## src/rtl/pipe_pkg.sv

```systemverilog
// Shared constants for the front-end pipeline registers: control bit positions,
// the NOP encoding and the register-specifier fields of an instruction word.
// Pure definitions; no latency and no flow control.
package pipe_pkg;

  // Bit positions inside the decoded control bundle
  localparam int CTRL_MEMREAD  = 0;
  localparam int CTRL_MEMWRITE = 1;
  localparam int CTRL_REGWRITE = 2;

  // All-zero word decodes as a NOP
  localparam logic [31:0] NOP_INSTR = 32'h0;

  // Register-specifier field boundaries
  localparam int REG_W  = 5;
  localparam int RS_MSB = 25;
  localparam int RS_LSB = 21;
  localparam int RT_MSB = 20;
  localparam int RT_LSB = 16;
  localparam int RD_MSB = 15;
  localparam int RD_LSB = 11;

  typedef struct packed {
    logic [REG_W-1:0] rs;
    logic [REG_W-1:0] rt;
    logic [REG_W-1:0] rd;
  } regspec_t;

  // Pull Rs/Rt/Rd out of an instruction word
  function automatic regspec_t decode_regs(input logic [31:0] instr);
    regspec_t r;
    r.rs = instr[RS_MSB:RS_LSB];
    r.rt = instr[RT_MSB:RT_LSB];
    r.rd = instr[RD_MSB:RD_LSB];
    return r;
  endfunction

endpackage

```

## src/rtl/stall_pipe_regs_if.sv

```systemverilog
// Bundle of hazard-control inputs, ID-stage operands and the PC / IF-ID / ID-EX outputs.
// Wiring only; no latency.
// No backpressure: the hazard unit steers the pipe through PC_Write/IFID_Write/EX_Bubble.
interface stall_pipe_regs_if #(
  parameter int DATA_W = 32,
  parameter int CTRL_W = 9,
  parameter int CNT_W  = 16
);

  // Inputs to the pipeline registers
  logic [DATA_W-1:0] PC_Next;
  logic              PC_Write;
  logic              IFID_Write;
  logic              EX_Bubble;
  logic              Flush;
  logic [DATA_W-1:0] IF_Instr;
  logic [CTRL_W-1:0] ID_Ctrl;
  logic [DATA_W-1:0] ID_RegA;
  logic [DATA_W-1:0] ID_RegB;
  logic [DATA_W-1:0] ID_Imm;

  // Outputs from the pipeline registers
  logic [DATA_W-1:0] PC;
  logic [DATA_W-1:0] IFID_Instr;
  logic [DATA_W-1:0] IFID_PC4;
  logic              IFID_Valid;
  logic [4:0]        IFID_Rs;
  logic [4:0]        IFID_Rt;
  logic [CTRL_W-1:0] IDEX_Ctrl;
  logic              IDEX_MemRead;
  logic [4:0]        IDEX_Rs;
  logic [4:0]        IDEX_Rt;
  logic [4:0]        IDEX_Rd;
  logic [DATA_W-1:0] IDEX_RegA;
  logic [DATA_W-1:0] IDEX_RegB;
  logic [DATA_W-1:0] IDEX_Imm;
  logic [DATA_W-1:0] IDEX_PC4;
  logic              IDEX_Valid;
  logic [CNT_W-1:0]  Stall_Cnt;
  logic [CNT_W-1:0]  Flush_Cnt;

  // Driving side: hazard unit, PC mux, fetch and decode
  modport master (
    output PC_Next, PC_Write, IFID_Write, EX_Bubble, Flush,
           IF_Instr, ID_Ctrl, ID_RegA, ID_RegB, ID_Imm,
    input  PC, IFID_Instr, IFID_PC4, IFID_Valid, IFID_Rs, IFID_Rt,
           IDEX_Ctrl, IDEX_MemRead, IDEX_Rs, IDEX_Rt, IDEX_Rd,
           IDEX_RegA, IDEX_RegB, IDEX_Imm, IDEX_PC4, IDEX_Valid,
           Stall_Cnt, Flush_Cnt
  );

  // Register side: the pipeline state block
  modport slave (
    input  PC_Next, PC_Write, IFID_Write, EX_Bubble, Flush,
           IF_Instr, ID_Ctrl, ID_RegA, ID_RegB, ID_Imm,
    output PC, IFID_Instr, IFID_PC4, IFID_Valid, IFID_Rs, IFID_Rt,
           IDEX_Ctrl, IDEX_MemRead, IDEX_Rs, IDEX_Rt, IDEX_Rd,
           IDEX_RegA, IDEX_RegB, IDEX_Imm, IDEX_PC4, IDEX_Valid,
           Stall_Cnt, Flush_Cnt
  );

endinterface

```

## src/rtl/sat_counter.sv

```systemverilog
// Event counter that sticks at all-ones instead of wrapping.
// Count reflects an enable one cycle after the edge that sampled it.
// No backpressure; counts every enabled edge.
module sat_counter #(
  parameter int CNT_W = 16
) (
  input  logic             clk,
  input  logic             rst_n,
  input  logic             en_i,
  output logic [CNT_W-1:0] count_o
);

  logic [CNT_W-1:0] count_q;
  logic [CNT_W-1:0] count_d;

  // Increment on enable unless already at the ceiling
  always_comb begin
    count_d = count_q;
    if (en_i && (count_q != '1)) begin
      count_d = count_q + 1'b1;
    end
  end

  // Counter register with synchronous clear
  always_ff @(posedge clk) begin
    if (!rst_n) begin
      count_q <= '0;
    end else begin
      count_q <= count_d;
    end
  end

  assign count_o = count_q;

endmodule

```

## src/rtl/stall_pipe_regs.sv

```systemverilog
// PC, IF/ID and ID/EX state steered by the load-use hazard unit; counts bubbles and flushes.
// One cycle per stage: fetched at n -> IF/ID at n+1 -> ID/EX at n+2.
// PC_Write/IFID_Write=0 hold the front stages; EX_Bubble inserts a NOP; ID/EX never holds.
module stall_pipe_regs
  import pipe_pkg::*;
#(
  parameter int                DATA_W   = 32,
  parameter int                CTRL_W   = 9,
  parameter logic [DATA_W-1:0] RESET_PC = '0,
  parameter int                CNT_W    = 16
) (
  input logic             clk,
  input logic             rst_n,
  stall_pipe_regs_if.slave bus
);

  // Program counter
  logic [DATA_W-1:0] pc_q, pc_d;

  // IF/ID latch
  logic [DATA_W-1:0] ifid_instr_q, ifid_instr_d;
  logic [DATA_W-1:0] ifid_pc4_q, ifid_pc4_d;
  logic              ifid_valid_q, ifid_valid_d;

  // ID/EX latch
  logic [CTRL_W-1:0] idex_ctrl_q, idex_ctrl_d;
  logic [REG_W-1:0]  idex_rs_q, idex_rs_d;
  logic [REG_W-1:0]  idex_rt_q, idex_rt_d;
  logic [REG_W-1:0]  idex_rd_q, idex_rd_d;
  logic [DATA_W-1:0] idex_rega_q, idex_rega_d;
  logic [DATA_W-1:0] idex_regb_q, idex_regb_d;
  logic [DATA_W-1:0] idex_imm_q, idex_imm_d;
  logic [DATA_W-1:0] idex_pc4_q, idex_pc4_d;
  logic              idex_valid_q, idex_valid_d;

  regspec_t ifid_regs;

  assign ifid_regs = decode_regs(32'(ifid_instr_q));

  // Next PC: a taken branch must redirect fetch even while the hazard unit holds the PC
  always_comb begin
    pc_d = pc_q;
    if (bus.PC_Write || bus.Flush) begin
      pc_d = bus.PC_Next;
    end
  end

  // Next IF/ID: squash beats hold, hold beats load
  always_comb begin
    ifid_instr_d = ifid_instr_q;
    ifid_pc4_d   = ifid_pc4_q;
    ifid_valid_d = ifid_valid_q;
    if (bus.Flush) begin
      ifid_instr_d = DATA_W'(NOP_INSTR);
      ifid_pc4_d   = '0;
      ifid_valid_d = 1'b0;
    end else if (bus.IFID_Write) begin
      ifid_instr_d = bus.IF_Instr;
      ifid_pc4_d   = pc_q + DATA_W'(4);
      ifid_valid_d = 1'b1;
    end
  end

  // Next ID/EX: always captures; a bubble only neutralises control and valid
  always_comb begin
    idex_rs_d    = ifid_regs.rs;
    idex_rt_d    = ifid_regs.rt;
    idex_rd_d    = ifid_regs.rd;
    idex_rega_d  = bus.ID_RegA;
    idex_regb_d  = bus.ID_RegB;
    idex_imm_d   = bus.ID_Imm;
    idex_pc4_d   = ifid_pc4_q;
    idex_ctrl_d  = bus.ID_Ctrl;
    idex_valid_d = ifid_valid_q;
    if (bus.EX_Bubble) begin
      idex_ctrl_d  = '0;
      idex_valid_d = 1'b0;
    end
  end

  // Pipeline state registers; reset overrides stall, flush and bubble
  always_ff @(posedge clk) begin
    if (!rst_n) begin
      pc_q         <= RESET_PC;
      ifid_instr_q <= DATA_W'(NOP_INSTR);
      ifid_pc4_q   <= '0;
      ifid_valid_q <= 1'b0;
      idex_ctrl_q  <= '0;
      idex_rs_q    <= '0;
      idex_rt_q    <= '0;
      idex_rd_q    <= '0;
      idex_rega_q  <= '0;
      idex_regb_q  <= '0;
      idex_imm_q   <= '0;
      idex_pc4_q   <= '0;
      idex_valid_q <= 1'b0;
    end else begin
      pc_q         <= pc_d;
      ifid_instr_q <= ifid_instr_d;
      ifid_pc4_q   <= ifid_pc4_d;
      ifid_valid_q <= ifid_valid_d;
      idex_ctrl_q  <= idex_ctrl_d;
      idex_rs_q    <= idex_rs_d;
      idex_rt_q    <= idex_rt_d;
      idex_rd_q    <= idex_rd_d;
      idex_rega_q  <= idex_rega_d;
      idex_regb_q  <= idex_regb_d;
      idex_imm_q   <= idex_imm_d;
      idex_pc4_q   <= idex_pc4_d;
      idex_valid_q <= idex_valid_d;
    end
  end

  sat_counter #(.CNT_W(CNT_W)) u_stall_cnt (
    .clk    (clk),
    .rst_n  (rst_n),
    .en_i   (bus.EX_Bubble),
    .count_o(bus.Stall_Cnt)
  );

  sat_counter #(.CNT_W(CNT_W)) u_flush_cnt (
    .clk    (clk),
    .rst_n  (rst_n),
    .en_i   (bus.Flush),
    .count_o(bus.Flush_Cnt)
  );

  assign bus.PC           = pc_q;
  assign bus.IFID_Instr   = ifid_instr_q;
  assign bus.IFID_PC4     = ifid_pc4_q;
  assign bus.IFID_Valid   = ifid_valid_q;
  assign bus.IFID_Rs      = ifid_regs.rs;
  assign bus.IFID_Rt      = ifid_regs.rt;
  assign bus.IDEX_Ctrl    = idex_ctrl_q;
  assign bus.IDEX_MemRead = idex_ctrl_q[CTRL_MEMREAD];
  assign bus.IDEX_Rs      = idex_rs_q;
  assign bus.IDEX_Rt      = idex_rt_q;
  assign bus.IDEX_Rd      = idex_rd_q;
  assign bus.IDEX_RegA    = idex_rega_q;
  assign bus.IDEX_RegB    = idex_regb_q;
  assign bus.IDEX_Imm     = idex_imm_q;
  assign bus.IDEX_PC4     = idex_pc4_q;
  assign bus.IDEX_Valid   = idex_valid_q;

endmodule
```

## src/flat_wrapper.sv

```systemverilog
// flat-port wrapper written by rule: the top's interface ports become plain ports
module stall_pipe_regs_flat import pipe_pkg::*;
#(
  parameter int                DATA_W   = 32,
  parameter int                CTRL_W   = 9,
  parameter logic [DATA_W-1:0] RESET_PC = '0,
  parameter int                CNT_W    = 16
)
  (clk, rst_n, bus_PC_Next, bus_PC_Write, bus_IFID_Write, bus_EX_Bubble, bus_Flush, bus_IF_Instr, bus_ID_Ctrl, bus_ID_RegA, bus_ID_RegB, bus_ID_Imm, bus_PC, bus_IFID_Instr, bus_IFID_PC4, bus_IFID_Valid, bus_IFID_Rs, bus_IFID_Rt, bus_IDEX_Ctrl, bus_IDEX_MemRead, bus_IDEX_Rs, bus_IDEX_Rt, bus_IDEX_Rd, bus_IDEX_RegA, bus_IDEX_RegB, bus_IDEX_Imm, bus_IDEX_PC4, bus_IDEX_Valid, bus_Stall_Cnt, bus_Flush_Cnt);
  stall_pipe_regs_if #(.DATA_W(DATA_W), .CTRL_W(CTRL_W), .CNT_W(CNT_W)) bus_i ();
  input logic clk;
  input logic rst_n;
  input wire logic [$bits(bus_i.PC_Next)-1:0] bus_PC_Next;
  input wire logic [$bits(bus_i.PC_Write)-1:0] bus_PC_Write;
  input wire logic [$bits(bus_i.IFID_Write)-1:0] bus_IFID_Write;
  input wire logic [$bits(bus_i.EX_Bubble)-1:0] bus_EX_Bubble;
  input wire logic [$bits(bus_i.Flush)-1:0] bus_Flush;
  input wire logic [$bits(bus_i.IF_Instr)-1:0] bus_IF_Instr;
  input wire logic [$bits(bus_i.ID_Ctrl)-1:0] bus_ID_Ctrl;
  input wire logic [$bits(bus_i.ID_RegA)-1:0] bus_ID_RegA;
  input wire logic [$bits(bus_i.ID_RegB)-1:0] bus_ID_RegB;
  input wire logic [$bits(bus_i.ID_Imm)-1:0] bus_ID_Imm;
  output wire logic [$bits(bus_i.PC)-1:0] bus_PC;
  output wire logic [$bits(bus_i.IFID_Instr)-1:0] bus_IFID_Instr;
  output wire logic [$bits(bus_i.IFID_PC4)-1:0] bus_IFID_PC4;
  output wire logic [$bits(bus_i.IFID_Valid)-1:0] bus_IFID_Valid;
  output wire logic [$bits(bus_i.IFID_Rs)-1:0] bus_IFID_Rs;
  output wire logic [$bits(bus_i.IFID_Rt)-1:0] bus_IFID_Rt;
  output wire logic [$bits(bus_i.IDEX_Ctrl)-1:0] bus_IDEX_Ctrl;
  output wire logic [$bits(bus_i.IDEX_MemRead)-1:0] bus_IDEX_MemRead;
  output wire logic [$bits(bus_i.IDEX_Rs)-1:0] bus_IDEX_Rs;
  output wire logic [$bits(bus_i.IDEX_Rt)-1:0] bus_IDEX_Rt;
  output wire logic [$bits(bus_i.IDEX_Rd)-1:0] bus_IDEX_Rd;
  output wire logic [$bits(bus_i.IDEX_RegA)-1:0] bus_IDEX_RegA;
  output wire logic [$bits(bus_i.IDEX_RegB)-1:0] bus_IDEX_RegB;
  output wire logic [$bits(bus_i.IDEX_Imm)-1:0] bus_IDEX_Imm;
  output wire logic [$bits(bus_i.IDEX_PC4)-1:0] bus_IDEX_PC4;
  output wire logic [$bits(bus_i.IDEX_Valid)-1:0] bus_IDEX_Valid;
  output wire logic [$bits(bus_i.Stall_Cnt)-1:0] bus_Stall_Cnt;
  output wire logic [$bits(bus_i.Flush_Cnt)-1:0] bus_Flush_Cnt;
  assign bus_i.PC_Next = bus_PC_Next;
  assign bus_i.PC_Write = bus_PC_Write;
  assign bus_i.IFID_Write = bus_IFID_Write;
  assign bus_i.EX_Bubble = bus_EX_Bubble;
  assign bus_i.Flush = bus_Flush;
  assign bus_i.IF_Instr = bus_IF_Instr;
  assign bus_i.ID_Ctrl = bus_ID_Ctrl;
  assign bus_i.ID_RegA = bus_ID_RegA;
  assign bus_i.ID_RegB = bus_ID_RegB;
  assign bus_i.ID_Imm = bus_ID_Imm;
  assign bus_PC = bus_i.PC;
  assign bus_IFID_Instr = bus_i.IFID_Instr;
  assign bus_IFID_PC4 = bus_i.IFID_PC4;
  assign bus_IFID_Valid = bus_i.IFID_Valid;
  assign bus_IFID_Rs = bus_i.IFID_Rs;
  assign bus_IFID_Rt = bus_i.IFID_Rt;
  assign bus_IDEX_Ctrl = bus_i.IDEX_Ctrl;
  assign bus_IDEX_MemRead = bus_i.IDEX_MemRead;
  assign bus_IDEX_Rs = bus_i.IDEX_Rs;
  assign bus_IDEX_Rt = bus_i.IDEX_Rt;
  assign bus_IDEX_Rd = bus_i.IDEX_Rd;
  assign bus_IDEX_RegA = bus_i.IDEX_RegA;
  assign bus_IDEX_RegB = bus_i.IDEX_RegB;
  assign bus_IDEX_Imm = bus_i.IDEX_Imm;
  assign bus_IDEX_PC4 = bus_i.IDEX_PC4;
  assign bus_IDEX_Valid = bus_i.IDEX_Valid;
  assign bus_Stall_Cnt = bus_i.Stall_Cnt;
  assign bus_Flush_Cnt = bus_i.Flush_Cnt;
  stall_pipe_regs #(.DATA_W(DATA_W), .CTRL_W(CTRL_W), .RESET_PC(RESET_PC), .CNT_W(CNT_W)) u_core (.clk(clk), .rst_n(rst_n), .bus(bus_i));
endmodule
```

## config.mk

```make
export PLATFORM = sky130hd
export DESIGN_NAME = stall_pipe_regs_flat
export DESIGN_NICKNAME = d
export VERILOG_FILES = /design/src/rtl/pipe_pkg.sv /design/src/rtl/stall_pipe_regs_if.sv /design/src/rtl/sat_counter.sv /design/src/rtl/stall_pipe_regs.sv /design/src/flat_wrapper.sv
export SDC_FILE = /design/constraint.sdc
export NUM_CORES = 1
export LEC_CHECK = 0
export BUFFER_PORTS_ARGS = -buffer_cell sky130_fd_sc_hd__buf_2
export CORE_AREA = 5 5 179 181
export CTS_CLUSTER_DIAMETER = 40
export DETAILED_ROUTE_END_ITERATION = 10
export DIE_AREA = 0 0 184 186
export PLACE_DENSITY = 0.59
export SLEW_MARGIN = 20
export SYNTH_ARGS = -nofsm -noshare
export SYNTH_HDL_FRONTEND = slang
export SYNTH_HIERARCHICAL = 1
export SYNTH_SLANG_ARGS = --single-unit
```

## constraint.sdc

```tcl
create_clock -name clk -period 2 [get_ports clk]
set_input_delay 0.4 -clock clk [delete_from_list [all_inputs] [get_ports clk]]
set_output_delay 0.4 -clock clk [all_outputs]
set_load 0.02 [all_outputs]
```

==> results of run 1 <==
==> cells by family (layout without fill, tap and decap cells) <==
logic type	Yosys count	count (layout)
adder cells (fa/ha/maj)	3	3
AO/OA/AOI/OAI	125	125
buffers and inverters	68	574
other	0	2
flip-flops	282	282
XOR/XNOR	32	32
multiplexers	41	41
AND/OR/NAND/NOR	413	413
==> final timing paths <==
path / slack [ps] / endpoint
worst max-delay path: 250 / u_core/bus.IFID_PC4[30]
worst min-delay path: 80 / u_core/bus.IDEX_RegA[22]
worst max register to register: 250 / u_core/bus.IFID_PC4[30]
worst min register to register: 470 / u_core/bus.PC[1]
==> layer usage <==
metal  part of all wire (%)  up-vias
li1                       -     4202
met1                     38     3791
met3                    9.7       56
met5                      0        -
met4                    2.7        0
met2                     50      372
==> sequential cells by signal, indices dropped and copies added (netlist names) <==
signal                      count
u_core/u_flush_cnt/count_o     16
u_core/bus.IDEX_RegB           32
u_core/bus.IDEX_Rd              5
u_core/bus.IDEX_RegA           32
u_core/u_stall_cnt/count_o     16
u_core/bus.IDEX_Valid           1
u_core/bus.IDEX_Rs              5
u_core/bus.IFID_Valid           1
u_core/bus.IDEX_PC4            32
u_core/bus.IDEX_Imm            32
u_core/bus.IDEX_Rt              5
u_core/bus.IDEX_Ctrl            9
u_core/bus.IFID_PC4            32
u_core/bus.IFID_Instr          32
u_core/bus.PC                  32
==> report_power, final <==
part	total (uW)	internal, uW	switching [uW]
logic	1170	467	707
registers	6000	5850	148
clock network	7820	5060	2760
==> area by class of cell <==
type                    count  area share, %
inverters                   9         0.2396
well taps                 396          3.513
repair buffers            485          17.92
clock buffers              56          8.713
diodes                      2        0.03549
multi-input cells         614          27.26
flip-flops and latches    282          40.03
clock inverters            24          2.280
==> cell usage in the layout (no fill, tap or decap), types with 10 or more instances in the layout <==
cell type	Yosys	routed
dfxtp_1	282	282
mux2i_1	41	41
and4_1	12	12
nand4_1	16	16
and2_1	155	155
a21boi_1	32	32
a21oi_1	38	38
buf_4	13	16
o31ai_1	10	10
xor2_1	18	18
o21ai_0	28	28
nor2_1	62	61
or4_1	10	10
buf_2	5	465
nand3_1	17	17
nand2_1	92	92
clkbuf_16	0	46
xnor2_1	14	14
==> worst max-delay path: stages (launching register included) <==
cell and delay (ps):
dfxtp_1 410, ha_1 230, and4_4 290, and4_1 290, and4_1 220, xnor2_1 120, a21oi_1 80
==> per-stage QoR <==
| step | total power, uW | setup slack, ps |
|---|---|---|
| after CTS | 15220 | 241.4 |
| after global placement | 7304 | 262.9 |
| final | 14990 | 247.5 |
| after detailed placement | 7311 | 246.3 |
| after global routing | 15610 | 81.50 |
| after floorplan | 6731 | 251.8 |
==> flow_metrics.env, run 1 <==
export IMPL_final_seq_area_sq_um=5645
export IMPL_finalSetupTns_ps=0
export IMPL_yosys_area_share_simple_pct=23.68
export IMPL_netlist_area_leader_share_pct=57.53
export IMPL_grt_pass1_vias=8295
export IMPL_yosys_top_cells_count="dfxtp_1 (282), and2_1 (155), nand2_1 (92)"
export IMPL_worst_ep_arrival_time_ps=2160
export IMPL_cts_repair_resized=0
export IMPL_crit_required_ps=2400
export IMPL_fin_util_pct=46.59
export IMPL_yosysMostFrequentCell="dfxtp_1"
export IMPL_dpl_cell_count=1786
export IMPL_grt_util_all_layers_pct=17.68
export IMPL_vdd_drop_max_v=0.0005800
export IMPL_fp_row_count=64
export IMPL_first_pass_iters=5
export IMPL_syn_avg_cell_area_sq_um=10.18
export IMPL_htreeDepth=2
export IMPL_dpl_cell_area_sq_um=12550
export IMPL_drv_cap=0
export IMPL_tightest_slew_ps=666.3
export IMPL_met2_usage_pct=30.82
export IMPL_multi_input_area_sq_um=3845
export IMPL_io_buffers=467
export IMPL_place_congestion=0.8261
export IMPL_hold_viol_final=0
export IMPL_hold_buffers=0
export IMPL_synth_fp_nets=1142
export IMPL_power_leakage_uw=0.006781
export IMPL_fmax_mhz=570.6
export IMPL_regToRegStartpoint="u_core/bus.PC[2]"
export IMPL_timing_slew_headroom_pct=55.00
export IMPL_nNetsFinal=1614
export IMPL_startpoint="u_core/bus.PC[2]"
export IMPL_fin_crit_sh_pct=87.62
export IMPL_clk_latency_ps=520
export IMPL_grt_max_degree=75
export IMPL_clock_sinks=282
export IMPL_die_height_um=186
export IMPL_rsz0062_at_grt="false"
export IMPL_slew_viol_final=0
export IMPL_netlist_instances=964
export IMPL_grt_pass1_wl_um=47780
export IMPL_synth_fa_ha_area_share_pct=0.3825
export IMPL_cts_tree="yes"
export IMPL_num_vias=8421
export IMPL_ys_types=48
export IMPL_yosys_top_cells_area="dfxtp_1 (58%), and2_1 (9.9%), mux2i_1 (4.2%)"
export IMPL_min_path_cells=2
export IMPL_startpoint_type="register"
export IMPL_synth_ff_type="dfxtp_1"
export IMPL_clk_pin_slew_ps=50
export IMPL_synth_edf_count=0
export IMPL_synth_seq_cells=282
export IMPL_synthMuxAreaShare_pct=4.182
export IMPL_crit_path_max_fanout=6
export IMPL_post_route_min_period_ps=1752
export IMPL_busiest_layer="met2"
export IMPL_synth_xor_area_share_pct=2.856
export IMPL_finalClockSkew_ps=21.14
export IMPL_core_area_sq_um=30270
export IMPL_status="completed"
export IMPL_dp_hpwl_um=25080
export IMPL_use_met3_pct=6.351
export IMPL_drive_gt1_share_pct=39.25
export IMPL_ys_async_sr_fraction_pct=0
export IMPL_root_buffer="clkbuf_16"
export IMPL_dieArea_sq_um=34220
export IMPL_die_w_um=184
export IMPL_cts_made_buffers=44
export IMPL_critical_path_class="reg2reg"
export IMPL_viasPerCell=4.508
export IMPL_powerDensity_nw_per_um2=1063
export IMPL_synth_seq_area_share_pct=57.53
export IMPL_yosysTopAreaCell="dfxtp_1"
export IMPL_grt_ovfl_total=0
export IMPL_area_growth_pct=43.71
export IMPL_fin_area_sq_um=14100
export IMPL_clockBufferDepth=3
export IMPL_postCtsSetupRepairBufs=0
export IMPL_reg2reg_depth=6
export IMPL_synth_top_family_by_area="simple AND/OR/NAND/NOR gates"
export IMPL_met1_usage_pct=20.16
export IMPL_start_util_pct=32.42
export IMPL_fillers=2932
export IMPL_synth_warnings=6
export IMPL_drt_wl_total_um=32460
export IMPL_drc=0
export IMPL_synth_compound_area_share_pct=8.033
export IMPL_crit_path_end_kind="register"
export IMPL_ios=468
export IMPL_setup_viol=0
export IMPL_fin_cells=1868
export IMPL_synth_area_sq_um=9813
export IMPL_worstHoldPathType="in2reg"
export IMPL_dr_first_iter_drc_count=299
export IMPL_hold_ws_ps=78.03
export IMPL_wl_per_cell_um=17.37
export IMPL_antenna_found_initial=0
export IMPL_hp_start="bus_ID_RegA[22]"
export IMPL_ant_nets=0
Power figures use the tool's default switching activity.
==> inputs of run 2 (changes only) <==
--- a/config.mk
+++ b/config.mk
@@ -6,13 +6,12 @@
 export NUM_CORES = 1
 export LEC_CHECK = 0
 export BUFFER_PORTS_ARGS = -buffer_cell sky130_fd_sc_hd__buf_2
-export CORE_AREA = 5 5 179 181
+export CORE_AREA = 5 5 177 179
 export CTS_CLUSTER_DIAMETER = 40
 export DETAILED_ROUTE_END_ITERATION = 10
-export DIE_AREA = 0 0 184 186
+export DIE_AREA = 0 0 182 184
 export PLACE_DENSITY = 0.59
 export SLEW_MARGIN = 20
 export SYNTH_ARGS = -nofsm -noshare
 export SYNTH_HDL_FRONTEND = slang
-export SYNTH_HIERARCHICAL = 1
 export SYNTH_SLANG_ARGS = --single-unit
==> run 2 against run 1 <==
Compared with the run above: synthesized cell count down 0.31%; worst setup slack worse by 4.1 ps; core utilization up 0.73 points; largest cell class unchanged; flip-flop and latch count unchanged; count of clock-buffer cells in the layout up 2; sequential power about the same; critical endpoint is now u_core.u_stall_cnt.count_o[3]; register-to-register slack about the same.
==> flow_metrics.env, run 2 <==
export IMPL_hold_buffers=0
export IMPL_num_vias=8279
export IMPL_synth_warnings=0
export IMPL_yosysMostFrequentCell="dfxtp_1"
export IMPL_startpoint="u_core.u_stall_cnt.count_o[0]"
export IMPL_grt_ovfl_total=0
export IMPL_fin_cells=1861
export IMPL_dp_hpwl_um=24460
export IMPL_synth_edf_count=0
export IMPL_slew_viol_final=0
export IMPL_first_pass_iters=4
export IMPL_worstHoldPathType="in2reg"
export IMPL_worstReg2RegEnd="u_core.u_stall_cnt.count_o[3]"
export IMPL_tightest_slew_ps=671.5
export IMPL_mostFrequentLayoutCell="buf_2"
export IMPL_fin_crit_sh_pct=87.83
export IMPL_critPathBufInv=0
export IMPL_netlist_area_leader_share_pct=58.86
export IMPL_ys_async_sr_fraction_pct=0
export IMPL_crit_path_max_fanout=7
export IMPL_startpoint_type="register"
export IMPL_cp_slowest_cell="or3_1"
export IMPL_path_depth=6
export IMPL_drive_gt1_share_pct=39.67
export IMPL_die_w_um=182
export IMPL_synth_seq_area_share_pct=58.86
export IMPL_rsz0062_at_grt="false"
export IMPL_area_growth_pct=45.04
export IMPL_synth_fp_nets=1139
export IMPL_timing_slew_headroom_pct=55.23
export IMPL_fin_area_sq_um=13910
export IMPL_min_path_cells=2
export IMPL_start_util_pct=32.62
export IMPL_io_buffers=467
export IMPL_cts_made_buffers=45
export IMPL_fmax_mhz=569.3
export IMPL_die_height_um=184
export IMPL_grt_pass1_wl_um=48330
export IMPL_grt_pass1_vias=8187
export IMPL_core_area_sq_um=29400
export IMPL_drv_cap=0
export IMPL_synth_area_sq_um=9592
export IMPL_hp_start="bus_ID_Ctrl[5]"
export IMPL_ant_nets=0
export IMPL_hold_viol_final=0
export IMPL_layout_common_cells="buf_2 (465), dfxtp_1 (282), and2_1 (154), nor2_1 (78), nand2_1 (78)"
export IMPL_worst_ep_arrival_time_ps=2210
export IMPL_crit_path_end_kind="register"
export IMPL_setup_viol=0
export IMPL_ios=468
export IMPL_fillers=2802
export IMPL_wl_per_cell_um=17.34
export IMPL_critical_path_class="reg2reg"
export IMPL_r2r_slack_ps=240
export IMPL_cts_tree="yes"
export IMPL_grt_max_degree=104
export IMPL_postCtsSetupRepairBufs=0
export IMPL_drc=0
export IMPL_clk_latency_ps=530
export IMPL_ys_types=42
export IMPL_dpl_cell_area_sq_um=12340
export IMPL_reg2reg_depth=6
export IMPL_crit_family="simple AND/OR/NAND/NOR gates"
export IMPL_antenna_found_initial=6
export IMPL_yosys_top_cells_area="dfxtp_1 (59%), and2_1 (10%), mux2i_1 (3.8%)"
export IMPL_yosys_top_cells_count="dfxtp_1 (282), and2_1 (154), nor2_1 (79)"
export IMPL_critPathCapture="u_core.u_stall_cnt.count_o[3]"
export IMPL_dr_first_iter_drc_count=341
export IMPL_post_route_min_period_ps=1757
export IMPL_nNetsFinal=1608
export IMPL_cts_repair_resized=0
export IMPL_syn_avg_cell_area_sq_um=9.981
export IMPL_critPathMaxStageDelay_ps=360
export IMPL_yosysTopAreaCell="dfxtp_1"
export IMPL_grt_util_all_layers_pct=18.14
export IMPL_fin_util_pct=47.32
export IMPL_viasPerCell=4.449
export IMPL_status="completed"
export IMPL_root_buffer="clkbuf_16"
export IMPL_power_uw=14980
export IMPL_drt_wl_total_um=32280
export IMPL_netlist_instances=961
export IMPL_dieArea_sq_um=33490
export IMPL_fp_row_count=63
export IMPL_synth_seq_cells=282
export IMPL_regToRegStartpoint="u_core.u_stall_cnt.count_o[0]"
export IMPL_clockBufferDepth=3
export IMPL_synth_ff_type="dfxtp_1"
export IMPL_vdd_drop_max_v=0.0005856
export IMPL_clk_pin_slew_ps=50
export IMPL_path_cells="ha_1 > nand3_1 > nor4_4 > or2b_1 > or3_1 > a21oi_1"
export IMPL_powerDensity_nw_per_um2=1077
export IMPL_dpl_cell_count=1773
export IMPL_clock_sinks=282
export IMPL_finalSetupTns_ps=0
export IMPL_crit_required_ps=2450
export IMPL_htreeDepth=2
export IMPL_place_congestion=0.8433
export IMPL_power_leakage_uw=0.006721
export IMPL_finalClockSkew_ps=18.22
run 2: cell types whose count changed after synthesis, moves of 5 or more:
cell	change
a21boi_1	-32
a21oi_1	+22
clkbuf_1	+10
mux2i_1	-5
nand2_1	-14
nand3_1	+17
nor2_1	+17
o31ai_1	-10
or4_1	-10
xor2_1	+8
run 2: power by group:
group          leakage (uW)  switching [uW]  internal [uW]
Clock              0.000764            2820           4990
Combinational       0.00364             725            469
Sequential          0.00232             134           5850
Total               0.00672            3680          11300
run 2: worst min path at each step:
stage / end / slack (ps)
5_1_grt: u_core.bus.IDEX_Ctrl[2] / 50
3_3_place_gp: u_core.bus.IDEX_Rd[4] / 460
6_report: u_core.bus.IDEX_Ctrl[5] / 70
3_5_place_dp: u_core.bus.IDEX_Rd[4] / 480
2_1_floorplan: u_core.bus.IDEX_Ctrl[0] / 520
4_1_cts: u_core.bus.IDEX_Ctrl[2] / 40
run 2: final cells by class:
| type | instances | area, sq um | share of cell area [%] |
|---|---|---|---|
| Inverter | 7 | 26.28 | 0.1889 |
| Tap cell | 390 | 488.0 | 3.508 |
| Clock inverter | 26 | 287.8 | 2.069 |
| Antenna cell | 4 | 10.01 | 0.07195 |
| Clock buffer | 58 | 1277 | 9.183 |
| Sequential cell | 282 | 5645 | 40.58 |
| Multi-Input combinational cell | 607 | 3622 | 26.04 |
| Timing Repair Buffer | 487 | 2555 | 18.36 |
run 2: layer usage:
layer | up-vias | GRT usage (%) | share of wire, %
li1 | 4136 | - | -
met1 | 3745 | 20.03 | 38
met2 | 326 | 32.29 | 50
met3 | 68 | 6.708 | 9.2
met4 | 4 | 6.094 | 3.0
met5 | - | 0 | 0.084
run 2: kinds of logic after synthesis:
kind of cell / after synthesis / share of synthesized area (%)
simple gates: 417 / 23.60
flops: 282 / 58.86
compound gates: 107 / 5.948
buf+inv: 72 / 3.431
xor+xnor: 44 / 4.018
mux: 36 / 3.757
fa+ha+maj: 3 / 0.3914
run 2: metrics by stage:
step,hold slack (ps),worst slack (ps)
after floorplan,521.7,167.5
after global placement,462.5,316.1
after detailed placement,475.2,267.9
after CTS,36.66,225.9
after global routing,50.20,92.93
final,68.03,243.4
==> inputs of run 3 (changes only) <==
--- a/config.mk
+++ b/config.mk
@@ -7,6 +7,7 @@
 export LEC_CHECK = 0
 export BUFFER_PORTS_ARGS = -buffer_cell sky130_fd_sc_hd__buf_2
 export CORE_AREA = 5 5 177 179
+export CTS_BUF_LIST = sky130_fd_sc_hd__clkbuf_8
 export CTS_CLUSTER_DIAMETER = 40
 export DETAILED_ROUTE_END_ITERATION = 10
 export DIE_AREA = 0 0 182 184
==> run 3 against run 2 <==
Compared with the run above: clock power shrank 27%; sequential power is essentially flat; worst hold slack worse by 21 ps; fmax is 0.69% lower; worst setup slack worse by 12 ps; register-to-register slack about the same; non-clock buffer count increased by 57; core utilization rose by 0.37 points; global-route usage grew 0.72 points; power is 14% lower; highest routed layer unchanged.
==> flow_metrics.env, run 3 (synthesis gave the netlist of run 2 again) <==
export IMPL_grt_util_all_layers_pct=18.85
export IMPL_cts_made_buffers=52
export IMPL_vdd_drop_max_v=0.0005642
export IMPL_clockBufferDepth=3
export IMPL_crit_required_ps=2440
export IMPL_finalClockSkew_ps=26.04
export IMPL_fin_ws_ps=231.3
export IMPL_status="completed"
export IMPL_timing_slew_headroom_pct=54.48
export IMPL_die_height_um=184
export IMPL_ant_nets=0
export IMPL_dieArea_sq_um=33490
export IMPL_area_growth_pct=46.16
export IMPL_grt_max_degree=104
export IMPL_hold_viol_final=0
export IMPL_setup_viol=0
export IMPL_clk_latency_ps=570
export IMPL_powerDensity_nw_per_um2=924.4
export IMPL_regToRegStartpoint="u_core.u_stall_cnt.count_o[8]"
export IMPL_drv_cap=0
export IMPL_htreeDepth=2
export IMPL_first_pass_iters=7
export IMPL_worstHoldPathType="in2reg"
export IMPL_start_util_pct=32.62
export IMPL_die_w_um=182
export IMPL_power_leakage_uw=0.006797
export IMPL_fin_crit_sh_pct=88.44
export IMPL_mostFrequentLayoutCell="buf_2"
export IMPL_cp_slowest_cell="dfxtp_1"
export IMPL_drc=0
export IMPL_clk_pin_slew_ps=60
export IMPL_nNetsFinal=1672
export IMPL_layout_common_cells="buf_2 (465), dfxtp_1 (282), and2_1 (154), nor2_1 (78), nand2_1 (78)"
export IMPL_path_cells="nand4_2 > nor4_4 > or2b_1 > xor2_1 > nor2_1"
export IMPL_rsz0062_at_grt="false"
export IMPL_dp_hpwl_um=24460
export IMPL_fin_util_pct=47.68
export IMPL_place_congestion=0.8433
export IMPL_root_buffer="clkbuf_8"
export IMPL_num_vias=8553
export IMPL_io_buffers=467
export IMPL_critPathMaxStageDelay_ps=470
export IMPL_grt_pass1_wl_um=50140
export IMPL_dr_first_iter_drc_count=313
export IMPL_ios=468
export IMPL_grt_pass1_vias=8569
export IMPL_post_route_min_period_ps=1769
export IMPL_fmax_mhz=565.4
export IMPL_viasPerCell=4.434
export IMPL_core_area_sq_um=29400
export IMPL_crit_path_end_kind="register"
export IMPL_startpoint_type="register"
export IMPL_drt_wl_total_um=33550
export IMPL_fillers=2801
export IMPL_clock_sinks=282
export IMPL_antenna_found_initial=4
export IMPL_hp_start="bus_ID_Imm[10]"
export IMPL_slew_viol_final=0
export IMPL_tightest_slew_ps=682.8
export IMPL_fp_row_count=63
export IMPL_cts_tree="yes"
export IMPL_hold_ws_ps=47.22
export IMPL_grt_ovfl_total=0
export IMPL_drive_gt1_share_pct=38.24
export IMPL_startpoint="u_core.u_stall_cnt.count_o[8]"
export IMPL_dp_slack_ps=267.9
export IMPL_critical_path_class="reg2reg"
export IMPL_wl_per_cell_um=17.39
export IMPL_crit_path_max_fanout=8
export IMPL_worst_ep_arrival_time_ps=2210
export IMPL_finalSetupTns_ps=0
==> run 3: worst paths after layout <==
path	slack, ps	depth (start not counted)	end
max	230	5	u_core.u_stall_cnt.count_o[0]
min	50	2	u_core.bus.IDEX_Imm[10]
max reg2reg	230	5	u_core.u_stall_cnt.count_o[0]
min reg2reg	480	2	u_core.bus.PC[0]
==> run 3: power breakdown <==
| part | internal, uW | leakage [uW] | switching (uW) |
|---|---|---|---|
| logic | 542 | 0.00388 | 749 |
| registers | 5850 | 0.00232 | 136 |
| clock network | 3210 | 0.000601 | 2480 |
==> run 3: area by class of cell <==
type                            count  area [sq um]  share of cell area, %
Sequential cell                   282          5645                  40.27
Multi-Input combinational cell    607          3622                  25.84
Timing Repair Buffer              544          3126                  22.29
Clock buffer                       61         839.6                  5.988
Tap cell                          390         488.0                  3.481
Clock inverter                     34         262.8                  1.874
Inverter                            7         26.28                 0.1874
Antenna cell                        4         10.01                0.07140
==> run 3: stage by stage <==
| step | total power (uW) | instances | area [sq um] |
|---|---|---|---|
| after floorplan | 6736 | 961 | 9592 |
| after global placement | 7306 | 1773 | 12340 |
| after detailed placement | 7316 | 1773 | 12340 |
| after CTS | 13160 | 1925 | 14010 |
| after global routing | 13540 | 1927 | 14010 |
| final | 12960 | 1929 | 14020 |
==> run 3: per-layer routing <==
layer | up-vias | part of all wire, % | GRT usage, %
met5 | - | 0.080 | 0
met4 | 4 | 2.9 | 6.575
met3 | 65 | 8.6 | 6.747
met2 | 316 | 51 | 34.32
met1 | 3919 | 37 | 20.24
li1 | 4249 | - | -
==> run 3: critical path, delay by kind of cell (launching register included) <==
kind | cells | cell delay (ps)
xor gates and xnor gates | 1 | 170
DFF | 1 | 470
and+or+nand+nor | 4 | 990
==> run 3: what timing repair did <==
| item | in CTS | in global routing |
|---|---|---|
| hold endpoints to repair | 57 | 0 |
| resized for setup | 0 | 0 |
| hold buffers | 57 | 0 |
| setup buffers | 0 | 0 |
